--- src/rtl/mem_arbiter.sv ---
// Shares one single-ported memory between the fetch and data ports of the core.
// Two-state request/ack FSM with round-robin tie breaking and a sticky wait-timeout flag.
module mem_arbiter #(
  parameter int TIMEOUT = 255
) (
  input  logic        clk,
  input  logic        reset,
  input  logic        if_req,
  input  logic [31:0] if_addr,
  output logic [31:0] if_rdata,
  output logic        if_valid,
  input  logic        d_req,
  input  logic        d_we,
  input  logic [31:0] d_addr,
  input  logic [31:0] d_wdata,
  input  logic [3:0]  d_be,
  output logic [31:0] d_rdata,
  output logic        d_valid,
  output logic        mem_req,
  output logic        mem_we,
  output logic [31:0] mem_addr,
  output logic [31:0] mem_wdata,
  output logic [3:0]  mem_be,
  input  logic        mem_ack,
  input  logic [31:0] mem_rdata,
  output logic        stall,
  output logic        mem_err
);

  localparam logic [7:0] TO = 8'(TIMEOUT);

  typedef enum logic {IDLE, BUSY} state_t;
  typedef enum logic {OWN_I, OWN_D} owner_t;

  state_t      state_q, state_d;
  owner_t      grant_q, grant_d;
  owner_t      last_q, last_d;
  logic [7:0]  cnt_q, cnt_d;
  logic        mem_req_q, mem_req_d;
  logic        mem_we_q, mem_we_d;
  logic [31:0] mem_addr_q, mem_addr_d;
  logic [31:0] mem_wdata_q, mem_wdata_d;
  logic [3:0]  mem_be_q, mem_be_d;
  logic [31:0] if_rdata_q, if_rdata_d;
  logic        if_valid_q, if_valid_d;
  logic [31:0] d_rdata_q, d_rdata_d;
  logic        d_valid_q, d_valid_d;
  logic        mem_err_q, mem_err_d;

  logic        i_elig, d_elig;
  logic        pick_d;

  // A requester in its consume (valid) cycle must not be granted again.
  assign i_elig = if_req & ~if_valid_q;
  assign d_elig = d_req & ~d_valid_q;

  always_comb begin
    state_d     = state_q;
    grant_d     = grant_q;
    last_d      = last_q;
    cnt_d       = cnt_q;
    mem_req_d   = mem_req_q;
    mem_we_d    = mem_we_q;
    mem_addr_d  = mem_addr_q;
    mem_wdata_d = mem_wdata_q;
    mem_be_d    = mem_be_q;
    if_rdata_d  = if_rdata_q;
    if_valid_d  = 1'b0;
    d_rdata_d   = d_rdata_q;
    d_valid_d   = 1'b0;
    mem_err_d   = mem_err_q;
    pick_d      = 1'b0;

    case (state_q)
      IDLE: begin
        if (i_elig & d_elig) begin
          pick_d = (last_q == OWN_I);
          last_d = pick_d ? OWN_D : OWN_I;
        end else begin
          pick_d = d_elig;
        end
        if (i_elig | d_elig) begin
          state_d   = BUSY;
          mem_req_d = 1'b1;
          cnt_d     = 8'd0;
          if (pick_d) begin
            grant_d     = OWN_D;
            mem_we_d    = d_we;
            mem_addr_d  = d_addr;
            mem_wdata_d = d_wdata;
            mem_be_d    = d_be;
          end else begin
            grant_d     = OWN_I;
            mem_we_d    = 1'b0;
            mem_addr_d  = if_addr;
            mem_wdata_d = 32'd0;
            mem_be_d    = 4'b1111;
          end
        end
      end

      BUSY: begin
        if (mem_ack) begin
          state_d   = IDLE;
          mem_req_d = 1'b0;
          if (grant_q == OWN_I) begin
            if_rdata_d = mem_rdata;
            if_valid_d = 1'b1;
          end else begin
            d_valid_d = 1'b1;
            if (!mem_we_q) d_rdata_d = mem_rdata;
          end
        end else begin
          if (cnt_q != 8'hFF) cnt_d = cnt_q + 8'd1;
          // The access keeps waiting; the flag only reports the overrun.
          if (cnt_d >= TO) mem_err_d = 1'b1;
        end
      end

      default: state_d = IDLE;
    endcase
  end

  always_ff @(posedge clk or posedge reset) begin
    if (reset) begin
      state_q     <= IDLE;
      grant_q     <= OWN_I;
      last_q      <= OWN_I;
      cnt_q       <= 8'd0;
      mem_req_q   <= 1'b0;
      mem_we_q    <= 1'b0;
      mem_addr_q  <= 32'd0;
      mem_wdata_q <= 32'd0;
      mem_be_q    <= 4'b0000;
      if_rdata_q  <= 32'd0;
      if_valid_q  <= 1'b0;
      d_rdata_q   <= 32'd0;
      d_valid_q   <= 1'b0;
      mem_err_q   <= 1'b0;
    end else begin
      state_q     <= state_d;
      grant_q     <= grant_d;
      last_q      <= last_d;
      cnt_q       <= cnt_d;
      mem_req_q   <= mem_req_d;
      mem_we_q    <= mem_we_d;
      mem_addr_q  <= mem_addr_d;
      mem_wdata_q <= mem_wdata_d;
      mem_be_q    <= mem_be_d;
      if_rdata_q  <= if_rdata_d;
      if_valid_q  <= if_valid_d;
      d_rdata_q   <= d_rdata_d;
      d_valid_q   <= d_valid_d;
      mem_err_q   <= mem_err_d;
    end
  end

  assign mem_req   = mem_req_q;
  assign mem_we    = mem_we_q;
  assign mem_addr  = mem_addr_q;
  assign mem_wdata = mem_wdata_q;
  assign mem_be    = mem_be_q;
  assign if_rdata  = if_rdata_q;
  assign if_valid  = if_valid_q;
  assign d_rdata   = d_rdata_q;
  assign d_valid   = d_valid_q;
  assign mem_err   = mem_err_q;
  assign stall     = (if_req & ~if_valid_q) | (d_req & ~d_valid_q);

endmodule
--- config.mk ---
export PLATFORM = sky130hd
export DESIGN_NAME = mem_arbiter
export DESIGN_NICKNAME = d
export VERILOG_FILES = /design/src/rtl/mem_arbiter.sv
export SDC_FILE = /design/constraint.sdc
export NUM_CORES = 1
export LEC_CHECK = 0
export CORE_ASPECT_RATIO = 1.75
export CORE_UTILIZATION = 35
export DETAILED_ROUTE_END_ITERATION = 16
export HOLD_SLACK_MARGIN = 0.15
export PLACE_DENSITY = 0.67
export SETUP_SLACK_MARGIN = 0.05
export SYNTH_ARGS = -nofsm -noshare
export SYNTH_HDL_FRONTEND = slang
export SYNTH_SLANG_ARGS = --single-unit
--- constraint.sdc ---
create_clock -name clk -period 6 [get_ports clk]
set_clock_uncertainty 0.2 [all_clocks]
set_input_delay 0.9 -clock clk [delete_from_list [all_inputs] [get_ports clk]]
set_output_delay 0.9 -clock clk [all_outputs]
set_load 0.01 [all_outputs]
* Yosys cells after proc, flatten, opt, wreduce, memory -nomap -nowiden *
Index checks and enable logic that the tools add are counted.

storage, ports and cells
  bits in registers = 148
  output and inout port bits = 138
  word-level logic and storage cells = 64

cells by class
  $add $sub $neg = 1
  $lt $le $gt $ge = 1
  eq/ne operators = 4
  multiplexer cells = 26
  bitwise gates (word level) = 11
  reduce and logical (&&, ||, !) cells = 7

operators by type and width
  kind                   number
  $mux W32               2
  $mux W8                5
  $pmux W8 S2            1
  $mux W1                15
  $add A8 B1 Y8 const B  1
  $ge A8 B8 Y1 const B   1
  $ne A8 B8 Y1 const B   1
  $reduce_and A2 Y1      4
  $not A1 Y1             7
  $ne A2 B2 Y1 const B   3
  $reduce_and A3 Y1      2
  $mux W4                1
  $pmux W1 S2            2
  $reduce_and A4 Y1      1
  $and A1 B1 Y1          3
  $or A1 B1 Y1           1

* Logic depth before layout (Yosys ltp) *
Gate-level depths: netlist (run 1).

  depth in word-level cells = 6
  mapped depth = 6
  depth with buffers taken out = 5

* Worst setup path after synthesis (run 1) *
Ideal clock, no wire load.

  kind = in2out
  start point = input port d_req
  end point = output port stall
  arrival = 1088 ps
  setup slack = 3812 ps
  cell stages on the path = 2
  buffers on the path = 0
  cell sequence = nand2b_1 -> nand2_1

between the ends
  word-level cells in the longest chain between the ends = 2

RTL lines
  what           line  RTL
  from (decl)    12    input logic d_req,
  $and A1 B1 Y1  168   assign stall = (if_req & ~if_valid_q) | (d_req & ~d_valid_q);
  $or A1 B1 Y1   168
  to (decl)      26    output logic stall,

Every way passes these cells.

* Worst setup path in the final report (run 1) *
  start point = input port if_req
  end point = output port stall

between the ends
  word-level cells in the longest chain between the ends = 2

RTL lines
  what           line  RTL
  from (decl)    8     input logic if_req,
  $and A1 B1 Y1  168
  $or A1 B1 Y1   168

Every way passes these cells.

==> qor.csv, run 1 <==
stage,metric,value,unit
clock_network,Clock Tree Root,clkbuf_16,
worst_setup_path,Critical Path End Type,output pin,
yosys,synth warn,0,
placement,DP Wirelength,12740,um
yosys,Post-synth EDFFs,0,
yosys,Main synth FF type,dfrtp_1,
worst_setup_path,worst stage delay on the critical path,0.56,ns
yosys,commonest cells in the netlist,"dfrtp_1, nand2_1, o21ai_0",
grt,busiest grt layer,met2,
clock_network,Clock Sinks,148,
die,Die Span Y,176.4,um
detailed_routing,drt pass-1 iters,4,
detailed_routing,total number of vias,4918,
die,die width,101.6,um
worst_setup_path,Crit path arrival time,2.14,ns
timing,Hold Fails Final Rpt,0,
timing,Hold WS,0.2712,ns
die,Die Area,17930,um^2
worst_setup_path,"Critical Path, Cell by Cell",clkdlybuf4s50_1 -> nand2b_1 -> nand2_1 -> clkdlybuf4s50_1,
yosys,Synth Register Bits,148,
yosys,area of the mapped netlist,6081,um^2
worst_setup_path,Buf/Inv on CP,2,
timing,post-route clock period utilization,53.97,%
grt,GRT met3 Usage,4.671,%
clock_network,postcts setup bufs,0,
grt,met2 Track Usage GR,35.53,%
finish,Finished Core Util,56.29,%
clock_network,clk_lat worst skew,0.41,ns
worst_setup_path,Reg-to-Reg End,cnt_q[1],
worst_hold_path,Hold WC Path Type,reg -> reg,
die,Top Ports,276,
finish,number of diodes,0,
grt,largest net degree at the start of global routing,106,
power,VDD IR max,0.2424,mV
grt,vias in the first global route,5126,
grt,met1 Track Usage GR,21.98,%
finish,Area Overhead vs Synth,56.87,%
clock_network,H-tree depth,4,
timing,relative slew slack,20.72,%
grt,first-pass GRT wire length,27010,um
placement,gpl congestion,0.7887,
worst_setup_path,reg2reg start,if_valid,
worst_setup_path,CP startpoint kind,input port,
worst_setup_path,Critical Path Most Common Cell,clkdlybuf4s50_1,
run,maxcap violations,0,
grt,GRT Total Usage,20.05,%
timing,Final Max Slew Viols,0,
power,PwrDens,510.1,nW/um^2
worst_setup_path,required time worst endpoint,4.90,ns
finish,Final #Nets,922,
timing,Period minus WS final,3.238,ns
worst_setup_path,r2r setup slk,3.47,ns
timing,FMAX,308.8,MHz
worst_setup_path,WP depth,4,
detailed_routing,ANT nets after route,0,
yosys,"FFs w/ async S/R, synth",100.0,%
die,Rows,63,
yosys,Synth Instances,517,
yosys,Syn Area/Cell,11.76,um^2
detailed_routing,starting DRC count in detailed routing,147,
detailed_routing,Total Wirelength,17410,um
worst_hold_path,min-delay src,if_rdata[30],
timing,RSZ-0062 raised after global routing,false,
worst_hold_path,Hold Crit Endpoint,if_rdata[30],
yosys,Synth area leaders,"dfrtp_1, nand2_1, mux2_4, mux2i_1, a22o_1",
die,Initial Utilization,35.88,%
clock_network,deepest clock path buffer count,2,
clock_network,hold buffers post-CTS,0,
worst_setup_path,critical path launch point,if_req,
clock_network,cts repair resizes,0,
clock_network,CTS tree,built,
finish,share of cells above drive strength 1,9.171,%
detailed_routing,routed len/inst,17.02,um
timing,setup TNS,0,ns
yosys,most numerous cell in the Yosys netlist,dfrtp_1,
worst_setup_path,worst reg-to-reg path cell count,5,
worst_setup_path,crit path kind,in -> out,
yosys,cell taking the most area after synthesis,dfrtp_1,
power,Pleak,4.386,nW
clock_network,total CTS buffers,17,
worst_setup_path,highest-delay cell along the critical path,clkdlybuf4s50_1,
detailed_routing,DR DRC count,0,
worst_setup_path,Max Fanout on Critical Path,3,
die,core area,16950,um^2
timing,Final setup viols,0,
run_status,run status,"complete, no violations",
detailed_routing,vias per cell,4.807,
power,total power,4.866,mW
grt,total grt overflow,0,
timing,worst-margin pin slew,1.189,ns
yosys,Syn Nets,656,
grt,antenna violations before repair,0,
worst_hold_path,WHS Path Cells,2,
worst_setup_path,Crit path max-delay family,buffers and inverters,
clock_network,Worst-path clk slew,0.06,ns
yosys,top cell type's share of synthesized area,60.91,%
yosys,register area share after synthesis,60.91,%
yosys,Cell variety after synth,36,
placement,I/O Buffers,275,
[kinds of logic after synthesis]
logic type | synth area share [%]
simple gates | 11.83
flops | 60.91
compound gates | 10.19
mux | 13.21
buf+inv | 3.230
xor+xnor | 0.4322
fa+ha+maj | 0.2057
[report_power, final]
part	internal (mW)	switching [mW]	leakage, nW	total [mW]
registers	1.45	0.275	1.84	1.73
logic	1.23	0.925	2.28	2.16
clock network	0.540	0.440	0.262	0.980
total	3.23	1.64	4.39	4.87
[routing by layer]
metal  vias up  share of wire (%)  wire (um)
met5         -                  0          0
met2       194                 53       9301
li1       2311                  -          -
met4         0                3.5        618
met3        40                5.2        914
met1      2373                 38       6579
[per-stage QoR]
step	setup WS (ns)	instance area (um^2)	cells
after CTS	2.758	9539	1023
after detailed placement	2.392	8987	991
after global placement	2.489	8987	991
after global routing	2.672	9539	1023
final	2.762	9539	1023
after floorplan	0.9203	6081	517
[worst max path at each step]
stage | to
after floorplan | cnt_q[0]
after global placement | cnt_q[1]
after detailed placement | cnt_q[1]
after CTS | stall
after global routing | cnt_q[3]
final | stall
[cells in the final DEF (no fill, tap or decap), types with 2 or more instances in the layout]
master	n
clkdlybuf4s50_1	275
dfrtp_1	148
nand2_1	139
o21ai_0	35
a22o_1	33
mux2i_1	33
mux2_4	30
clkbuf_16	17
nor2_1	6
inv_1	5
a21oi_1	5
nand2b_1	4
nand3_1	4
and3_1	4
o22a_1	4
clkinv_4	4
clkinvlp_4	4
nor2b_1	3
nor4_1	3
a31oi_1	3
nand4_1	3
nor3_1	3
inv_6	3
xnor2_1	3
inv_8	3
buf_4	3
mux2_2	2
nand3b_1	2
clkinv_2	2
[registers in the layout (all words and copies together), names as in the netlist, 4 cells and up]
name,flops
d_rdata,32
if_rdata,32
mem_addr,32
mem_wdata,32
cnt_q,8
mem_be,4
[tightest hold or removal path: stages, from the launching register on]
cell and delay, ns:
dfrtp_1 0.34, nand2_1 0.05, nand2_1 0.05
[area by class of cell]
class	count	area (um^2)
Fill cell	1451	7408
Sequential cell	148	3704
Timing Repair Buffer	278	2775
Multi-Input combinational cell	332	2197
Clock buffer	17	425.4
Tap cell	227	284.0
Clock inverter	15	126.4
Inverter	6	27.53
Power figures use the tool's default switching activity.
==> run 2: changes to the inputs <==
--- a/config.mk
+++ b/config.mk
@@ -9,7 +9,7 @@
 export CORE_UTILIZATION = 35
 export DETAILED_ROUTE_END_ITERATION = 16
 export HOLD_SLACK_MARGIN = 0.15
-export PLACE_DENSITY = 0.67
+export PLACE_DENSITY = 0.7
 export SETUP_SLACK_MARGIN = 0.05
 export SYNTH_ARGS = -nofsm -noshare
 export SYNTH_HDL_FRONTEND = slang
==> constraint.sdc (replaced) <==
create_clock -name clk -period 2.93 [get_ports clk]
set_clock_uncertainty 0.2 [all_clocks]
set_input_delay 0.4395 -clock clk [delete_from_list [all_inputs] [get_ports clk]]
set_output_delay 0.4395 -clock clk [all_outputs]
set_load 0.01 [all_outputs]
==> qor.csv, run 2 (same netlist as run 1, synthesis figures left out) <==
stage,metric,value,unit,change
clock_network,H-tree depth,4,,unchanged
worst_setup_path,highest-delay cell along the critical path,clkdlybuf4s50_1,,unchanged
worst_setup_path,CP startpoint kind,input port,,unchanged
worst_setup_path,Crit path max-delay family,buffers and inverters,,unchanged
power,VDD IR max,0.4937,mV,was 0.2424 mV
worst_setup_path,Reg-to-Reg End,cnt_q[5],,was cnt_q[1]
die,Initial Utilization,35.88,%,unchanged
worst_setup_path,Critical Path End Type,output pin,,unchanged
grt,vias in the first global route,5427,,was 5126
timing,setup TNS,0,ns,unchanged
placement,DP Wirelength,12760,um,was 12740 um
detailed_routing,starting DRC count in detailed routing,144,,was 147
power,Seq pwr share,35.1,%,was 35.5%
die,Top Ports,276,,unchanged
worst_setup_path,WP depth,4,,unchanged
worst_setup_path,r2r setup slk,0.99,ns,was 3.47 ns
power,total power,10.13,mW,was 4.866 mW
die,die width,101.6,um,unchanged
timing,Hold Fails Final Rpt,0,,unchanged
die,core area,16950,um^2,unchanged
power,Pleak,4.449,nW,was 4.386 nW
power,clock group share of total power,21.2,%,was 20.1%
timing,Final Max Slew Viols,0,,unchanged
worst_setup_path,Max Fanout on Critical Path,3,,unchanged
detailed_routing,DR DRC count,0,,unchanged
detailed_routing,routed len/inst,16.81,um,was 17.02 um
grt,first-pass GRT wire length,27850,um,was 27010 um
timing,relative slew slack,55.72,%,was 20.72%
finish,Area Overhead vs Synth,59.16,%,was 56.87%
finish,share of cells above drive strength 1,10.07,%,was 9.171%
worst_setup_path,Critical Path Most Common Cell,clkdlybuf4s50_1,,unchanged
die,Die Span Y,176.4,um,unchanged
clock_network,postcts setup bufs,0,,unchanged
worst_setup_path,reg2reg start,cnt_q[0],,was if_valid
finish,number of diodes,0,,unchanged
power,Logic pwr share,43.8,%,was 44.3%
worst_setup_path,worst reg-to-reg path cell count,5,,unchanged
timing,RSZ-0062 raised after global routing,false,,unchanged
clock_network,deepest clock path buffer count,2,,unchanged
clock_network,clk_lat worst skew,0.41,ns,about the same
run,maxcap violations,0,,unchanged
detailed_routing,vias per cell,4.794,,was 4.807
placement,gpl congestion,0.8399,,was 0.7887
clock_network,total CTS buffers,17,,unchanged
timing,post-route clock period utilization,78.78,%,
worst_setup_path,Crit path arrival time,1.67,ns,was 2.14 ns
die,Rows,63,,unchanged
finish,"most common cell after layout, fill and taps aside",clkdlybuf4s50_1,,unchanged
finish,"non-filler cells, final",1031,,was 1023
power,switching power,3.359,mW,was 1.640 mW
power,PwrDens,1046,nW/um^2,was 510.1 nW/um^2
clock_network,cts repair resizes,0,,unchanged
timing,worst-margin pin slew,0.6641,ns,was 1.189 ns
clock_network,Clock Sinks,148,,unchanged
grt,largest net degree at the start of global routing,123,,was 106
placement,placed cell count,999,,was 991
timing,Final setup viols,0,,unchanged
run_status,run status,"complete, no violations",,unchanged
detailed_routing,total number of vias,4943,,was 4918
finish,post-route cell area,9678,um^2,was 9539 um^2
die,Die Area,17930,um^2,unchanged
detailed_routing,Total Wirelength,17330,um,was 17410 um
power,Int Pwr,6.769,mW,was 3.226 mW
worst_hold_path,Hold WC Path Type,reg -> reg,,unchanged
power,Sw Ratio,33.16,%,was 33.70%
worst_setup_path,"Critical Path, Cell by Cell",clkdlybuf4s50_1 -> nand2b_1 -> nand2_1 -> clkdlybuf4s50_1,,unchanged
finish,Final #Nets,930,,was 922
clock_network,CTS tree,built,,unchanged
worst_setup_path,crit path kind,in -> out,,unchanged
clock_network,Worst-path clk slew,0.06,ns,about the same
clock_network,Clock Tree Root,clkbuf_16,,unchanged
worst_setup_path,Worst Setup EP,stall,,unchanged
detailed_routing,ANT nets after route,0,,unchanged
timing,Period minus WS final,2.308,ns,
grt,antenna violations before repair,0,,unchanged
detailed_routing,drt pass-1 iters,4,,unchanged
worst_setup_path,required time worst endpoint,2.29,ns,was 4.90 ns
clock_network,hold buffers post-CTS,0,,unchanged
placement,I/O Buffers,275,,unchanged
timing,FMAX,433.2,MHz,
timing,Hold WS,0.2746,ns,was 0.2712 ns
placement,Placed Area,9096,um^2,was 8987 um^2
worst_setup_path,critical path launch point,if_req,,unchanged
worst_setup_path,worst stage delay on the critical path,0.55,ns,was 0.56 ns
worst_setup_path,Buf/Inv on CP,2,,unchanged
grt,GRT Total Usage,20.33,%,was 20.05%
finish,most frequent cells in the layout,"clkdlybuf4s50_1, dfrtp_1, nand2_1",,unchanged
grt,total grt overflow,0,,unchanged
-- run 2: changes by cell type in the layout (fill, tap and decap cells not counted), sizes merged --
| cell | previous run | this run |
|---|---|---|
| clkinvlp | 4 | 6 |
| clkbuf | 17 | 18 |
| bufinv | 0 | 1 |
| clkinv | 6 | 1 |
| inv | 11 | 12 |
| buf | 3 | 11 |
-- run 2: stage by stage --
step	util (%)	worst slack, ns
2_1_floorplan	-	0.4295
3_5_place_dp	53.67	0.5051
5_1_grt	57.11	0.5445
3_3_place_gp	53.67	0.5892
6_report	57.11	0.6216
4_1_cts	57.11	0.6028
-- run 2: power by group through the flow --
stage / clock network, mW / registers (mW) / logic [mW]
3_3_place_gp: 0 / 3.54 / 4.38
3_5_place_dp: 0 / 3.57 / 4.49
2_1_floorplan: 0 / 3.92 / 1.61
5_1_grt: 2.29 / 3.67 / 4.79
6_report: 2.14 / 3.55 / 4.43
4_1_cts: 2.19 / 3.56 / 4.50
-- run 2: cell type report --
| cell class | instances | area (um^2) |
|---|---|---|
| Clock buffer | 18 | 439.2 |
| Clock inverter | 14 | 142.6 |
| Fill cell | 1442 | 7269 |
| Inverter | 6 | 26.28 |
| Multi-Input combinational cell | 332 | 2197 |
| Sequential cell | 148 | 3704 |
| Tap cell | 227 | 284.0 |
| Timing Repair Buffer | 286 | 2885 |
-- run 2: how the worst min path moves through the flow --
stage	slack (ns)	depth (start not counted)	endpoint	start
3_3_place_gp	0.26	2	if_rdata[19]	if_rdata[19]
2_1_floorplan	0.25	1	last_q	last_q
3_5_place_dp	0.26	2	if_rdata[19]	if_rdata[19]
4_1_cts	0.28	3	mem_wdata[2]	reset
5_1_grt	0.29	2	if_rdata[27]	if_rdata[27]
6_report	0.27	2	if_rdata[9]	if_rdata[9]
-- run 2: routing by layer --
layer,routed length [um],part of all wire (%),global-route usage (%),up-vias
li1,-,-,-,2331
met1,6489,37,22.25,2393
met2,9383,54,36.54,185
met3,896,5.2,4.276,34
met4,563,3.2,9.722,0
met5,0,0,0,-
-- run 2: worst reg2reg max path, delay by kind of cell (launching register included) --
family	cells	cell delay [ns]
compound gates	1	0.32
fa+ha+maj	1	0.31
flops	1	0.48
mux	1	0.18
simple gates	2	0.38
==> run 3: changes to the inputs <==
--- a/config.mk
+++ b/config.mk
@@ -9,7 +9,7 @@
 export CORE_UTILIZATION = 35
 export DETAILED_ROUTE_END_ITERATION = 16
 export HOLD_SLACK_MARGIN = 0.15
-export PLACE_DENSITY = 0.7
+export PLACE_DENSITY = 0.67
 export SETUP_SLACK_MARGIN = 0.05
 export SYNTH_ARGS = -nofsm -noshare
 export SYNTH_HDL_FRONTEND = slang
==> constraint.sdc (replaced) <==
create_clock -name clk -period 2.3 [get_ports clk]
set_clock_uncertainty 0.2 [all_clocks]
set_input_delay 0.345 -clock clk [delete_from_list [all_inputs] [get_ports clk]]
set_output_delay 0.345 -clock clk [all_outputs]
set_load 0.01 [all_outputs]
==> qor.csv, run 3 (same netlist as run 1, synthesis figures left out) <==
stage,metric,value,unit,change
run_status,run status,"complete, no violations",,unchanged
finish,Area Overhead vs Synth,60.29,%,was 59.16%
finish,Final #Nets,930,,unchanged
finish,post-route cell area,9747,um^2,was 9678 um^2
worst_setup_path,Max Fanout on Critical Path,8,,was 3
die,die width,101.6,um,unchanged
clock_network,CTS tree,built,,unchanged
finish,"most common cell after layout, fill and taps aside",clkdlybuf4s50_1,,unchanged
grt,first-pass GRT wire length,27770,um,was 27850 um
detailed_routing,ANT nets after route,0,,unchanged
detailed_routing,starting DRC count in detailed routing,133,,was 144
worst_setup_path,CP startpoint kind,flop,,was input port
power,clock group share of total power,21.5,%,was 21.2%
detailed_routing,drt pass-1 iters,4,,unchanged
timing,post-route clock period utilization,86.59,%,
timing,Hold Fails Final Rpt,0,,unchanged
clock_network,deepest clock path buffer count,2,,unchanged
worst_setup_path,required time worst endpoint,2.41,ns,was 2.29 ns
power,Int Pwr,8.857,mW,was 6.769 mW
timing,Final setup viols,0,,unchanged
placement,gpl congestion,0.8212,,was 0.8399
power,Sw Ratio,32.13,%,was 33.16%
detailed_routing,routed len/inst,17.01,um,was 16.81 um
timing,RSZ-0062 raised after global routing,false,,unchanged
placement,DP Wirelength,12790,um,was 12760 um
power,total power,13.05,mW,was 10.13 mW
clock_network,clk_lat worst skew,0.40,ns,was 0.41 ns
clock_network,postcts setup bufs,0,,unchanged
timing,Final Max Slew Viols,0,,unchanged
die,Initial Utilization,35.88,%,unchanged
die,Rows,63,,unchanged
finish,share of cells above drive strength 1,9.714,%,was 10.07%
placement,I/O Buffers,275,,unchanged
grt,antenna violations before repair,0,,unchanged
timing,Period minus WS final,1.992,ns,
finish,most frequent cells in the layout,"clkdlybuf4s50_1, dfrtp_1, nand2_1",,unchanged
power,Seq pwr share,34.7,%,was 35.1%
worst_setup_path,worst reg-to-reg path cell count,5,,unchanged
detailed_routing,Total Wirelength,17520,um,was 17330 um
worst_hold_path,Hold WC Path Type,in -> async,,was reg -> reg
finish,Finished Core Util,57.51,%,was 57.11%
worst_setup_path,Critical Path End Type,flop,,was output pin
worst_setup_path,Crit path arrival time,2.10,ns,was 1.67 ns
placement,Placed Area,9146,um^2,was 9096 um^2
timing,FMAX,502.1,MHz,
worst_setup_path,crit path kind,reg -> reg,,was in -> out
detailed_routing,DR DRC count,0,,unchanged
clock_network,H-tree depth,4,,unchanged
grt,vias in the first global route,5294,,was 5427
power,VDD IR max,0.7670,mV,was 0.4937 mV
finish,number of diodes,0,,unchanged
die,core area,16950,um^2,unchanged
clock_network,Worst-path clk slew,0.06,ns,about the same
finish,"non-filler cells, final",1030,,was 1031
clock_network,Clock Sinks,148,,unchanged
power,PwrDens,1339,nW/um^2,was 1046 nW/um^2
power,Logic pwr share,43.8,%,about the same
run,maxcap violations,0,,unchanged
die,Die Area,17930,um^2,unchanged
power,switching power,4.193,mW,was 3.359 mW
timing,worst-margin pin slew,0.4462,ns,was 0.6641 ns
placement,placed cell count,999,,unchanged
clock_network,total CTS buffers,17,,unchanged
grt,total grt overflow,0,,unchanged
grt,largest net degree at the start of global routing,82,,was 123
grt,GRT Total Usage,20.22,%,was 20.33%
clock_network,Clock Tree Root,clkbuf_16,,unchanged
die,Top Ports,276,,unchanged
timing,relative slew slack,70.26,%,was 55.72%
power,Pleak,4.481,nW,was 4.449 nW
die,Die Span Y,176.4,um,unchanged
detailed_routing,vias per cell,4.803,,was 4.794
detailed_routing,total number of vias,4947,,was 4943
-- run 3: worst max-delay path: stages, from the launching register on --
cell      delay, ns
dfrtp_1        0.48
ha_1           0.32
nand3_1        0.24
nor2_1         0.27
a31oi_1        0.16
a211oi_1       0.23
-- run 3: routing by layer --
metal  up-vias  track usage, %  part of all wire, %
li1       2322               -                    -
met1      2390           22.72                   37
met2       194           35.70                   53
met3        41           4.869                  6.1
met4         0           8.756                  3.7
met5         -               0                    0
-- run 3: worst paths after layout --
kind                              from  slack (ns)           to
min in group clk           if_rdata[3]        0.27  if_rdata[3]
hold / removal                   reset        0.24  d_rdata[19]
setup reg to reg              cnt_q[0]        0.31     cnt_q[6]
max in group asynchronous        reset        1.30  d_rdata[18]
setup / recovery              cnt_q[0]        0.31     cnt_q[6]
hold reg to reg            if_rdata[3]        0.27  if_rdata[3]
-- run 3: area by class of cell --
cell class / instances / area [um^2]
clock inverters: 11 / 151.4
well taps: 227 / 284.0
multi-input cells: 332 / 2197
repair buffers: 286 / 2938
clock buffers: 20 / 446.7
fillers: 1419 / 7201
inverters: 6 / 26.28
flip-flops and latches: 148 / 3704
-- run 3: repair_timing --
action / 4_1_cts / 5_1_grt
endpoints found under the setup margin: 0 / 1
endpoints found under the hold margin: 0 / 0
hold buffers: 0 / 0
gates resized for setup: 0 / 1
-- run 3: per-stage QoR --
stage                     setup TNS, ns  worst slack, ns  hold WS, ns
after floorplan                  -15.69          -0.1060       0.2452
after global placement                0           0.1996       0.2572
after detailed placement              0           0.1744       0.2612
after CTS                             0          0.09421       0.2488
after global routing                  0          0.06003       0.2561
final                                 0           0.3084       0.2411
-- run 3: power by group through the flow --
stage                     Sequential, mW  Clock [mW]  Combinational [mW]
after floorplan                     4.99           0                2.05
after global placement              4.50           0                5.68
after detailed placement            4.55           0                5.78
after CTS                           4.53        2.87                5.80
after global routing                4.67        2.99                6.18
final                               4.52        2.81                5.72
